==> src/rtl/pop_acc_pkg.sv <==
// Shared widths, typedefs and packer state for the popcount accumulate/sign stage.
package pop_acc_pkg;

  function automatic int calc_acc_w(input int pop_w, input int chunks);
    return $clog2(chunks * ((1 << pop_w) - 1) + 1) + 1;
  endfunction

  function automatic int calc_cnt_w(input int n);
    return (n <= 1) ? 1 : $clog2(n);
  endfunction

  localparam int POP_W_DEF  = 10;
  localparam int CHUNKS_DEF = 4;
  localparam int ACC_W_DEF  = calc_acc_w(POP_W_DEF, CHUNKS_DEF);

  typedef logic signed [ACC_W_DEF-1:0] acc_t;
  typedef logic signed [ACC_W_DEF-1:0] thr_t;

  // S_FLUSH marks the cycle in which a partial word is moved to the output
  typedef enum logic {S_ACC, S_FLUSH} pack_state_e;

endpackage

==> src/rtl/pop_acc_sign_bit_packer.sv <==
// Packs activations LSB-first, handles sticky flush, and owns the 1-deep output skid register.
module bit_packer
  import pop_acc_pkg::*;
#(
  parameter  int OUT_BITS = 32,
  localparam int NB_W     = $clog2(OUT_BITS + 1)
) (
  input  logic                clk,
  input  logic                rst_n,
  input  logic                act_valid,
  input  logic                act,
  input  logic                flush,
  input  logic                idle,
  input  logic                out_ready,
  output logic                last_slot,
  output logic                flush_wait,
  output logic                out_valid,
  output logic [OUT_BITS-1:0] out_word,
  output logic [NB_W-1:0]     out_nbits
);

  logic [OUT_BITS-1:0] pack_reg;
  logic [OUT_BITS-1:0] hit_mask;
  logic [OUT_BITS-1:0] pack_set;
  logic [NB_W-1:0]     bit_cnt_reg;
  logic                flush_pend_reg;
  logic                slot_free;
  logic                flush_clear;
  logic                full_load;
  pack_state_e         state;

  genvar gi;
  generate
    for (gi = 0; gi < OUT_BITS; gi++) begin : g_hit
      assign hit_mask[gi] = (bit_cnt_reg == NB_W'(gi));
    end
  endgenerate

  assign pack_set    = pack_reg | ((act_valid & act) ? hit_mask : '0);
  assign last_slot   = (bit_cnt_reg == NB_W'(OUT_BITS - 1));
  assign flush_wait  = flush_pend_reg & (bit_cnt_reg != '0);
  assign slot_free   = !out_valid | out_ready;
  assign full_load   = act_valid & last_slot;
  // An empty word clears the flush without needing the output slot
  assign flush_clear = flush_pend_reg & idle & ((bit_cnt_reg == '0) | slot_free);

  always_comb begin
    state = S_ACC;
    if (flush_pend_reg && idle && (bit_cnt_reg != '0) && slot_free)
      state = S_FLUSH;
  end

  always_ff @(posedge clk or negedge rst_n) begin
    if (!rst_n) begin
      pack_reg       <= '0;
      bit_cnt_reg    <= '0;
      flush_pend_reg <= 1'b0;
      out_valid      <= 1'b0;
      out_word       <= '0;
      out_nbits      <= '0;
    end else begin
      flush_pend_reg <= (flush_pend_reg & !flush_clear) | flush;
      if (full_load) begin
        out_word    <= pack_set;
        out_nbits   <= NB_W'(OUT_BITS);
        out_valid   <= 1'b1;
        pack_reg    <= '0;
        bit_cnt_reg <= '0;
      end else if (state == S_FLUSH) begin
        out_word    <= pack_reg;
        out_nbits   <= bit_cnt_reg;
        out_valid   <= 1'b1;
        pack_reg    <= '0;
        bit_cnt_reg <= '0;
      end else begin
        if (out_ready)
          out_valid <= 1'b0;
        if (act_valid) begin
          pack_reg    <= pack_set;
          bit_cnt_reg <= bit_cnt_reg + NB_W'(1);
        end
      end
    end
  end

endmodule

==> src/rtl/pop_acc_sign.sv <==
// Accumulates CHUNKS partial popcounts per neuron and thresholds them into packed activations.
// Define POPACC_BIPOLAR_EN to compare 2*sum-N_TOTAL instead of the raw sum.
module pop_acc_sign
  import pop_acc_pkg::*;
#(
  parameter  int POP_W    = 10,
  parameter  int CHUNKS   = 4,
  parameter  int N_TOTAL  = 2304,
  parameter  int OUT_BITS = 32,
  localparam int ACC_W    = calc_acc_w(POP_W, CHUNKS),
  localparam int NB_W     = $clog2(OUT_BITS + 1)
) (
  input  logic                clk,
  input  logic                rst_n,
  input  logic                in_valid,
  output logic                in_ready,
  input  logic [POP_W-1:0]    in_pop,
  input  logic [ACC_W-1:0]    in_thr,
  input  logic                in_flip,
  input  logic                flush,
  output logic                out_valid,
  input  logic                out_ready,
  output logic [OUT_BITS-1:0] out_word,
  output logic [NB_W-1:0]     out_nbits
);

  localparam int CW    = calc_cnt_w(CHUNKS);
  localparam int CMP_W = ACC_W + 2;

  logic [CW-1:0]           chunk_cnt_reg;
  logic [ACC_W-1:0]        acc_reg;
  logic [ACC_W-1:0]        thr_reg;
  logic                    flip_reg;
  logic                    first_chunk;
  logic                    last_chunk;
  logic                    in_fire;
  logic [ACC_W-1:0]        sum;
  logic [ACC_W-1:0]        thr_sel;
  logic                    flip_sel;
  logic signed [CMP_W-1:0] cmp_val;
  logic signed [CMP_W-1:0] thr_ext;
  logic                    act;
  logic                    last_slot;
  logic                    flush_wait;

  assign first_chunk = (chunk_cnt_reg == '0);
  assign last_chunk  = (chunk_cnt_reg == CW'(CHUNKS - 1));
  assign in_fire     = in_valid & in_ready;

  // Chunk 0 bypasses the latched threshold/flip so CHUNKS==1 works unchanged
  assign sum      = (first_chunk ? '0 : acc_reg) + ACC_W'(in_pop);
  assign thr_sel  = first_chunk ? in_thr  : thr_reg;
  assign flip_sel = first_chunk ? in_flip : flip_reg;
  assign thr_ext  = {{2{thr_sel[ACC_W-1]}}, thr_sel};

`ifdef POPACC_BIPOLAR_EN
  assign cmp_val = $signed({1'b0, sum, 1'b0}) - $signed(CMP_W'(N_TOTAL));
`else
  assign cmp_val = $signed({2'b00, sum});
`endif

  assign act = (cmp_val >= thr_ext) ^ flip_sel;

  // Stall only when the chunk would need the occupied output slot
  assign in_ready = !(out_valid && !out_ready &&
                      ((last_chunk && last_slot) || (first_chunk && flush_wait)));

  always_ff @(posedge clk or negedge rst_n) begin
    if (!rst_n) begin
      chunk_cnt_reg <= '0;
      acc_reg       <= '0;
      thr_reg       <= '0;
      flip_reg      <= 1'b0;
    end else if (in_fire) begin
      acc_reg       <= sum;
      chunk_cnt_reg <= last_chunk ? '0 : chunk_cnt_reg + CW'(1);
      if (first_chunk) begin
        thr_reg  <= in_thr;
        flip_reg <= in_flip;
      end
    end
  end

  bit_packer #(
    .OUT_BITS(OUT_BITS)
  ) u_packer (
    .clk        (clk),
    .rst_n      (rst_n),
    .act_valid  (in_fire & last_chunk),
    .act        (act),
    .flush      (flush),
    .idle       (first_chunk & !in_fire),
    .out_ready  (out_ready),
    .last_slot  (last_slot),
    .flush_wait (flush_wait),
    .out_valid  (out_valid),
    .out_word   (out_word),
    .out_nbits  (out_nbits)
  );

endmodule

==> config.mk <==
export PLATFORM = sky130hd
export DESIGN_NAME = pop_acc_sign
export DESIGN_NICKNAME = d
export VERILOG_FILES = /design/src/rtl/pop_acc_pkg.sv /design/src/rtl/pop_acc_sign_bit_packer.sv /design/src/rtl/pop_acc_sign.sv
export SDC_FILE = /design/constraint.sdc
export NUM_CORES = 1
export LEC_CHECK = 0
export ABC_AREA = 1
export ABC_CLOCK_PERIOD_IN_PS = 4600
export BUFFER_PORTS_ARGS = -buffer_cell sky130_fd_sc_hd__buf_2
export CORE_MARGIN = 2
export CORE_UTILIZATION = 58
export DETAILED_ROUTE_END_ITERATION = 10
export PLACE_DENSITY_LB_ADDON = 0.25
export SLEW_MARGIN = 20
export SYNTH_ARGS = -nofsm -noshare
export SYNTH_HDL_FRONTEND = slang
export SYNTH_SLANG_ARGS = --single-unit
==> constraint.sdc <==
create_clock -name clk -period 4.6 [get_ports clk]
set_input_delay 0 -clock clk [delete_from_list [all_inputs] [get_ports clk]]
set_output_delay 0 -clock clk [all_outputs]
set_load 0.05 [all_outputs]
==> After elaboration in Yosys (flattened, before gate mapping) <==
Cells that the tools add are included.
{ "totals": {"ff_bits": 107, "in_bits": 29, "out_inout_bits": 40, "wordCells": 98} }
{ "classes": {"addsub": 3, "n_lt_le_gt_ge": 1, "n_eq_ne": 32, "n_mux": 19, "bitwise_logic": 14, "n_reduce_logical": 19} }
{ "ops": {"columns": ["operator", "n"], "rows": [
  ["32-bit two-way mux", 6],
  ["6-bit by 5-bit == test with 1-bit output (second input constant)", 16],
  ["6-bit by 4-bit == test with 1-bit output (second input constant)", 8],
  ["32-bit OR", 1],
  ["6-bit two-way mux", 5],
  ["13-bit two-way mux", 2],
  ["6-bit by 3-bit == test with 1-bit output (second input constant)", 4],
  ["14-bit by 13-bit >= comparator with 1-bit output", 1],
  ["13-bit by 10-bit adder with 13-bit output", 1],
  ["6-bit by 2-bit == test with 1-bit output (second input constant)", 2],
  ["1-bit bitwise AND", 9],
  ["1-bit logical AND", 7],
  ["6-bit by 1-bit adder with 6-bit output (second input constant)", 1],
  ["6-bit by 1-bit == test with 1-bit output (second input constant)", 1],
  ["6-bit logical NOT", 1],
  ["3-bit nonzero test", 2],
  ["6-bit nonzero test", 1],
  ["1-bit logical NOT", 5],
  ["1-bit two-way mux", 5],
  ["1-bit OR", 3],
  ["2-bit by 1-bit adder with 2-bit output (second input constant)", 1],
  ["2-bit == test (second input constant)", 1],
  ["2-bit logical NOT", 1],
  ["2-bit two-way mux", 1],
  ["other kinds (3)", 3]
]} }

==> Logic depth before layout (Yosys ltp) <==
{ "depth": {"word_depth": 15, "depth_mapped": 28, "depth_no_buf": 24} }

==> Hierarchy <==
Synthesis repeated with hierarchy kept, for this count alone.
{ "hier_totals": {"hier_cells": 675, "area_unflattened_um2": 5600.4} }
{ "modules_own_cells": {"columns": ["mod", "instances", "cells_each", "area_per_inst_um2", "seq_area_each_um2"], "rows": [
  ["bit_packer", 1, 368, 3295.7, 1951.9],
  ["pop_acc_sign", 1, 307, 2304.7, 725.7]
]} }

==> Least setup slack after synthesis <==
No wires, ideal clock.
{ "synth_path": {"path_type": "register to register", "startpoint": "reg chunk_cnt_reg[0]", "endpoint": "reg u_packer.out_word[30]", "setup_time_ps": 118, "t_arrival_ps": 4175, "t_required_ps": 4482, "slack_ps": 307, "path_stages_with_launch": 28, "path_buffers": 4, "period_less_slack_ps": 4293, "cell_sequence": "dfrtp_1 inv_1 ha_1 buf_2 buf_1 clkbuf_1 nor2_1 ha_1 nand2_1 o21ai_0 a21oi_1 o21ai_0 a21oi_1 nand2b_1 nand2_1 inv_1 ha_1 a21oi_1 nand2_1 nand2_1 nand2_1 a21oi_1 nand3_1 buf_2 nand4_1 nand2_1 nand2_1 nand2_1"} }
{ "synth_via": {"elab_cells_between_ends": 27, "cone_classes": "add/sub (1); order compare (1); eq/ne (1); mux (6); bitwise (7); reduce/logical (11)"} }
{ "synth_lines": {"columns": ["element", "line_no", "source"], "rows": [
  ["start: declaration", "pop_acc_sign.sv:30", "logic [CW-1:0] chunk_cnt_reg;"],
  ["start signal: assignment", "pop_acc_sign.sv:76", "chunk_cnt_reg <= last_chunk ? '0 : chunk_cnt_reg + CW'(1);"],
  ["2-bit logical NOT", "pop_acc_sign.sv:46", "assign first_chunk = (chunk_cnt_reg == '0);"],
  ["13-bit two-way mux", "pop_acc_sign.sv:51", "assign sum = (first_chunk ? '0 : acc_reg) + ACC_W'(in_pop);"],
  ["13-bit by 10-bit adder with 13-bit output", "pop_acc_sign.sv:51", null],
  ["named net sum[9]", "pop_acc_sign.sv:37", "logic [ACC_W-1:0] sum;"],
  ["14-bit by 13-bit >= comparator with 1-bit output", "pop_acc_sign.sv:62", "assign act = (cmp_val >= thr_ext) ^ flip_sel;"],
  ["1-bit XOR", "pop_acc_sign.sv:62", null],
  ["1-bit bitwise AND", "pop_acc_sign_bit_packer.sv:39", "assign pack_set = pack_reg | ((act_valid & act) ? hit_mask : '0);"],
  ["32-bit two-way mux", "pop_acc_sign_bit_packer.sv:39", null],
  ["32-bit OR", "pop_acc_sign_bit_packer.sv:39", null],
  ["32-bit two-way mux", "pop_acc_sign_bit_packer.sv:63", "if (full_load) begin"],
  ["end signal: assignment", "pop_acc_sign_bit_packer.sv:64", "out_word <= pack_set;"],
  ["end signal: assignment", "pop_acc_sign_bit_packer.sv:70", "out_word <= pack_reg;"],
  ["end: declaration", "pop_acc_sign_bit_packer.sv:18", "output logic [OUT_BITS-1:0] out_word,"]
]} }
The timed path passes the listed nets, and every way through them passes these cells.
A chain may end at the register's enable or synchronous reset.

==> Worst setup path after layout <==
{ "layout_path": {"startpoint": "reg chunk_cnt_reg[0]", "endpoint": "reg u_packer.out_word[29]"} }
Same word-level chain as after synthesis.

==> run metrics <==
status=complete, but fails checks; failing checks=negative hold slack; ant diodes=0; Synth cell types=38; Max IR drop VDD=0.511 mV; Area Overhead vs Synth=12.1%; HP Class=input pin to register; number of synthesized register bits=107; Sw Share=51.0%; Pwr Density=777 nW/µm²; GRT overflow=0; CP Data Required Time=4.91 ns; LEAKAGE=3.20 nW; Clock Power Share=12.5%; Fin Hold WS=-0.00203 ns; post-place setup slack=0.312 ns; core outline area=9640 µm²; maximum fanout along the worst path=32; nets@finish=792; Total GRT Usage=23.7%; WP data arrival=4.45 ns; number of global-route vias before repair=4,336; first-pass GRT wire length=20,000 µm; Vias=4,705; TritonCTS clock tree=done; Psw=0.00252 W; Avg WL per Cell=13.7 µm; maxcap violations=0; H-tree depth=3; kind of critical path=register to register; fillers=829; clk_lat worst skew=0.36 ns; Final WS setup=0.456 ns; die extent in y=103 µm; placed instance count=846; initial core utilization=58.8%; startpoint types=register; clock tree buffer depth=2; Seq/Total Area, Yosys=47.3%; IO Count=69; Fmax=241 MHz; num rows=36; Final Hold Viols=1; Root Driver=clkbuf_8; RD Place Congestion=0.966; Syn. warnings=0; Slew Limit Fails=0; pin count of the biggest net entering global routing=72; Post-Syn Area=5670 µm²; drt total wl=11,900 µm; CTS Buf Count=9; Mean Syn Cell Area=8.42 µm²; unrepaired setup endpoints after global routing=false; post-route clock period utilization=90.1%; Vias/cell=5.40; Layout Utilization=65.9%; Logic pwr share=56.9%; Die ar.=10,600 µm²; clock slew at reported path FFs=0.11 ns; Worst slew margin=52.1%; crit end category=register; Slew @ Worst Pin=0.718 ns; synthesized instance count=673; share of layout cells above drive strength 1=14.3%; Mapped Nets=731; First-pass DRT Iterations=5; initial antenna violation count=0; DRT antenna net count=0; worst clock skew=0.0121 ns; DR iter-0 viols=264; DRC Markers=0; Internal=0.00242 W; TNS Setup=0 ns; HPWL after DPL=8480 µm; total clock sinks=107; final setup vio count=0; port bufs=68; Horiz. Die Dim=103 µm; Flop pwr share=30.6%; post-route insts no fill=872; crit path time final=4.14 ns
[cells in the mapped netlist (all sizes together)]
master	number	area, µm²
a21o	4	30.0
a21oi	49	245
a22oi	1	7.51
a31oi	1	6.26
buf	24	158
clkbuf	9	33.8
clkinv	1	3.75
dfrtp	107	2680
fa	1	20.0
ha	28	350
inv	92	348
mux2i	11	110
nand2	129	521
nand2b	1	6.26
nand3	23	120
nand4	37	246
nor2	57	239
nor3	9	45.0
nor4	2	12.5
o211ai	2	15.0
o21ai	72	360
o31ai	1	7.51
or2	1	6.26
xnor2	3	26.3
xor2	8	70.1
[power groups by stage]
| stage | logic, W | registers (W) | clock network [W] |
|---|---|---|---|
| finish | 0.00281 | 0.00151 | 0.000616 |
| global route | 0.00315 | 0.00155 | 0.000660 |
| CTS | 0.00280 | 0.00151 | 0.000627 |
| detailed placement | 0.00279 | 0.00153 | 0 |
| global placement | 0.00270 | 0.00151 | 0 |
| floorplan | 0.00179 | 0.00193 | 0 |
[timing repair]
item	4_1_cts	5_1_grt
setup endpoints to repair	0	32
endpoints found under the hold margin	56	0
buffers inserted	0	0
gates resized for setup	0	1
hold buffers	10	0
[layout by cell type, fill, tap and decap left out, drive strengths merged]
cell type / instances
a21o: 4
a21oi: 49
a22oi: 1
a31oi: 1
buf: 73
bufinv: 1
clkbuf: 9
clkinv: 3
dfrtp: 107
dlygate4sd3: 10
fa: 1
ha: 28
inv: 96
mux2i: 11
nand2: 129
nand2b: 1
nand3: 23
nand4: 37
nor2: 57
nor3: 9
nor4: 2
o211ai: 2
o21ai: 72
o31ai: 1
or2: 1
xnor2: 3
xor2: 8
[through the flow]
| step | hold WS (ns) | power [W] | area, µm² |
|---|---|---|---|
| 2_1_floorplan | -0.296 | 0.00372 | 5670 |
| 3_3_place_gp | 0.0668 | 0.00420 | 6030 |
| 3_5_place_dp | 0.0812 | 0.00431 | 6030 |
| 4_1_cts | 0.000330 | 0.00494 | 6350 |
| 5_1_grt | 0.0399 | 0.00537 | 6350 |
| 6_report | -0.00203 | 0.00494 | 6350 |
[layer usage]
layer / vias up / GRT usage [%] / part of all wire, %
li1: 2332 / - / -
met2: 113 / 36.8 / 45
met4: 0 / 5.77 / 0.86
met5: - / 0 / 0
met1: 2251 / 35.4 / 50
met3: 9 / 3.53 / 4.5
[cells by family (layout without fill, tap and decap cells)]
| group | count (synthesis) | in the layout | synth area share, % |
|---|---|---|---|
| xor+xnor | 11 | 11 | 1.70 |
| mux | 11 | 11 | 1.94 |
| compound gates | 130 | 130 | 11.9 |
| simple gates | 259 | 259 | 21.1 |
| buf+inv | 126 | 192 | 9.58 |
| flops | 107 | 107 | 47.3 |
| fa+ha+maj | 29 | 29 | 6.54 |
[critical path, cell delays in order, from the launching register on]
cell and delay [ns]:
dfrtp_1 0.40, inv_1 0.10, ha_2 0.40, nor2_1 0.11, ha_1 0.35, a21oi_1 0.25
o21ai_0 0.12, a21oi_1 0.23, o21ai_0 0.18, a21oi_1 0.20, nand2_1 0.09, nand2_1 0.08
inv_1 0.04, ha_1 0.30, a21oi_1 0.14, nand2_1 0.07, nand2_1 0.05, nand2_1 0.04
a21oi_1 0.16, nand2_1 0.07, nand2_1 0.05, buf_4 0.28, nand4_1 0.17, nand2_1 0.09
nand2_1 0.04, nand2_1 0.06
[final timing paths]
path                                 startpoint               endpoint  slack, ns  depth (start not counted)
max                            chunk_cnt_reg[0]  u_packer.out_word[29]       0.46                         25
min                                   in_thr[8]             thr_reg[8]     -0.002                          3
max reg2reg                    chunk_cnt_reg[0]  u_packer.out_word[29]       0.46                         25
min reg2reg                u_packer.out_word[5]   u_packer.out_word[5]       0.49                          2
max in group asynchronous                 rst_n             thr_reg[2]       3.26                          3
min in group asynchronous                 rst_n             acc_reg[0]       0.18                          2
[layout make-up]
cell class	instances	area [µm²]	area share, %
repair buffers	83	493	7.76
inverters	93	352	5.53
clock buffers	9	124	1.95
well taps	133	166	2.62
clock inverters	7	92.6	1.46
multi-input cells	440	2450	38.5
flip-flops and latches	107	2680	42.2
Note: power is estimated with default switching activity, not from simulation.
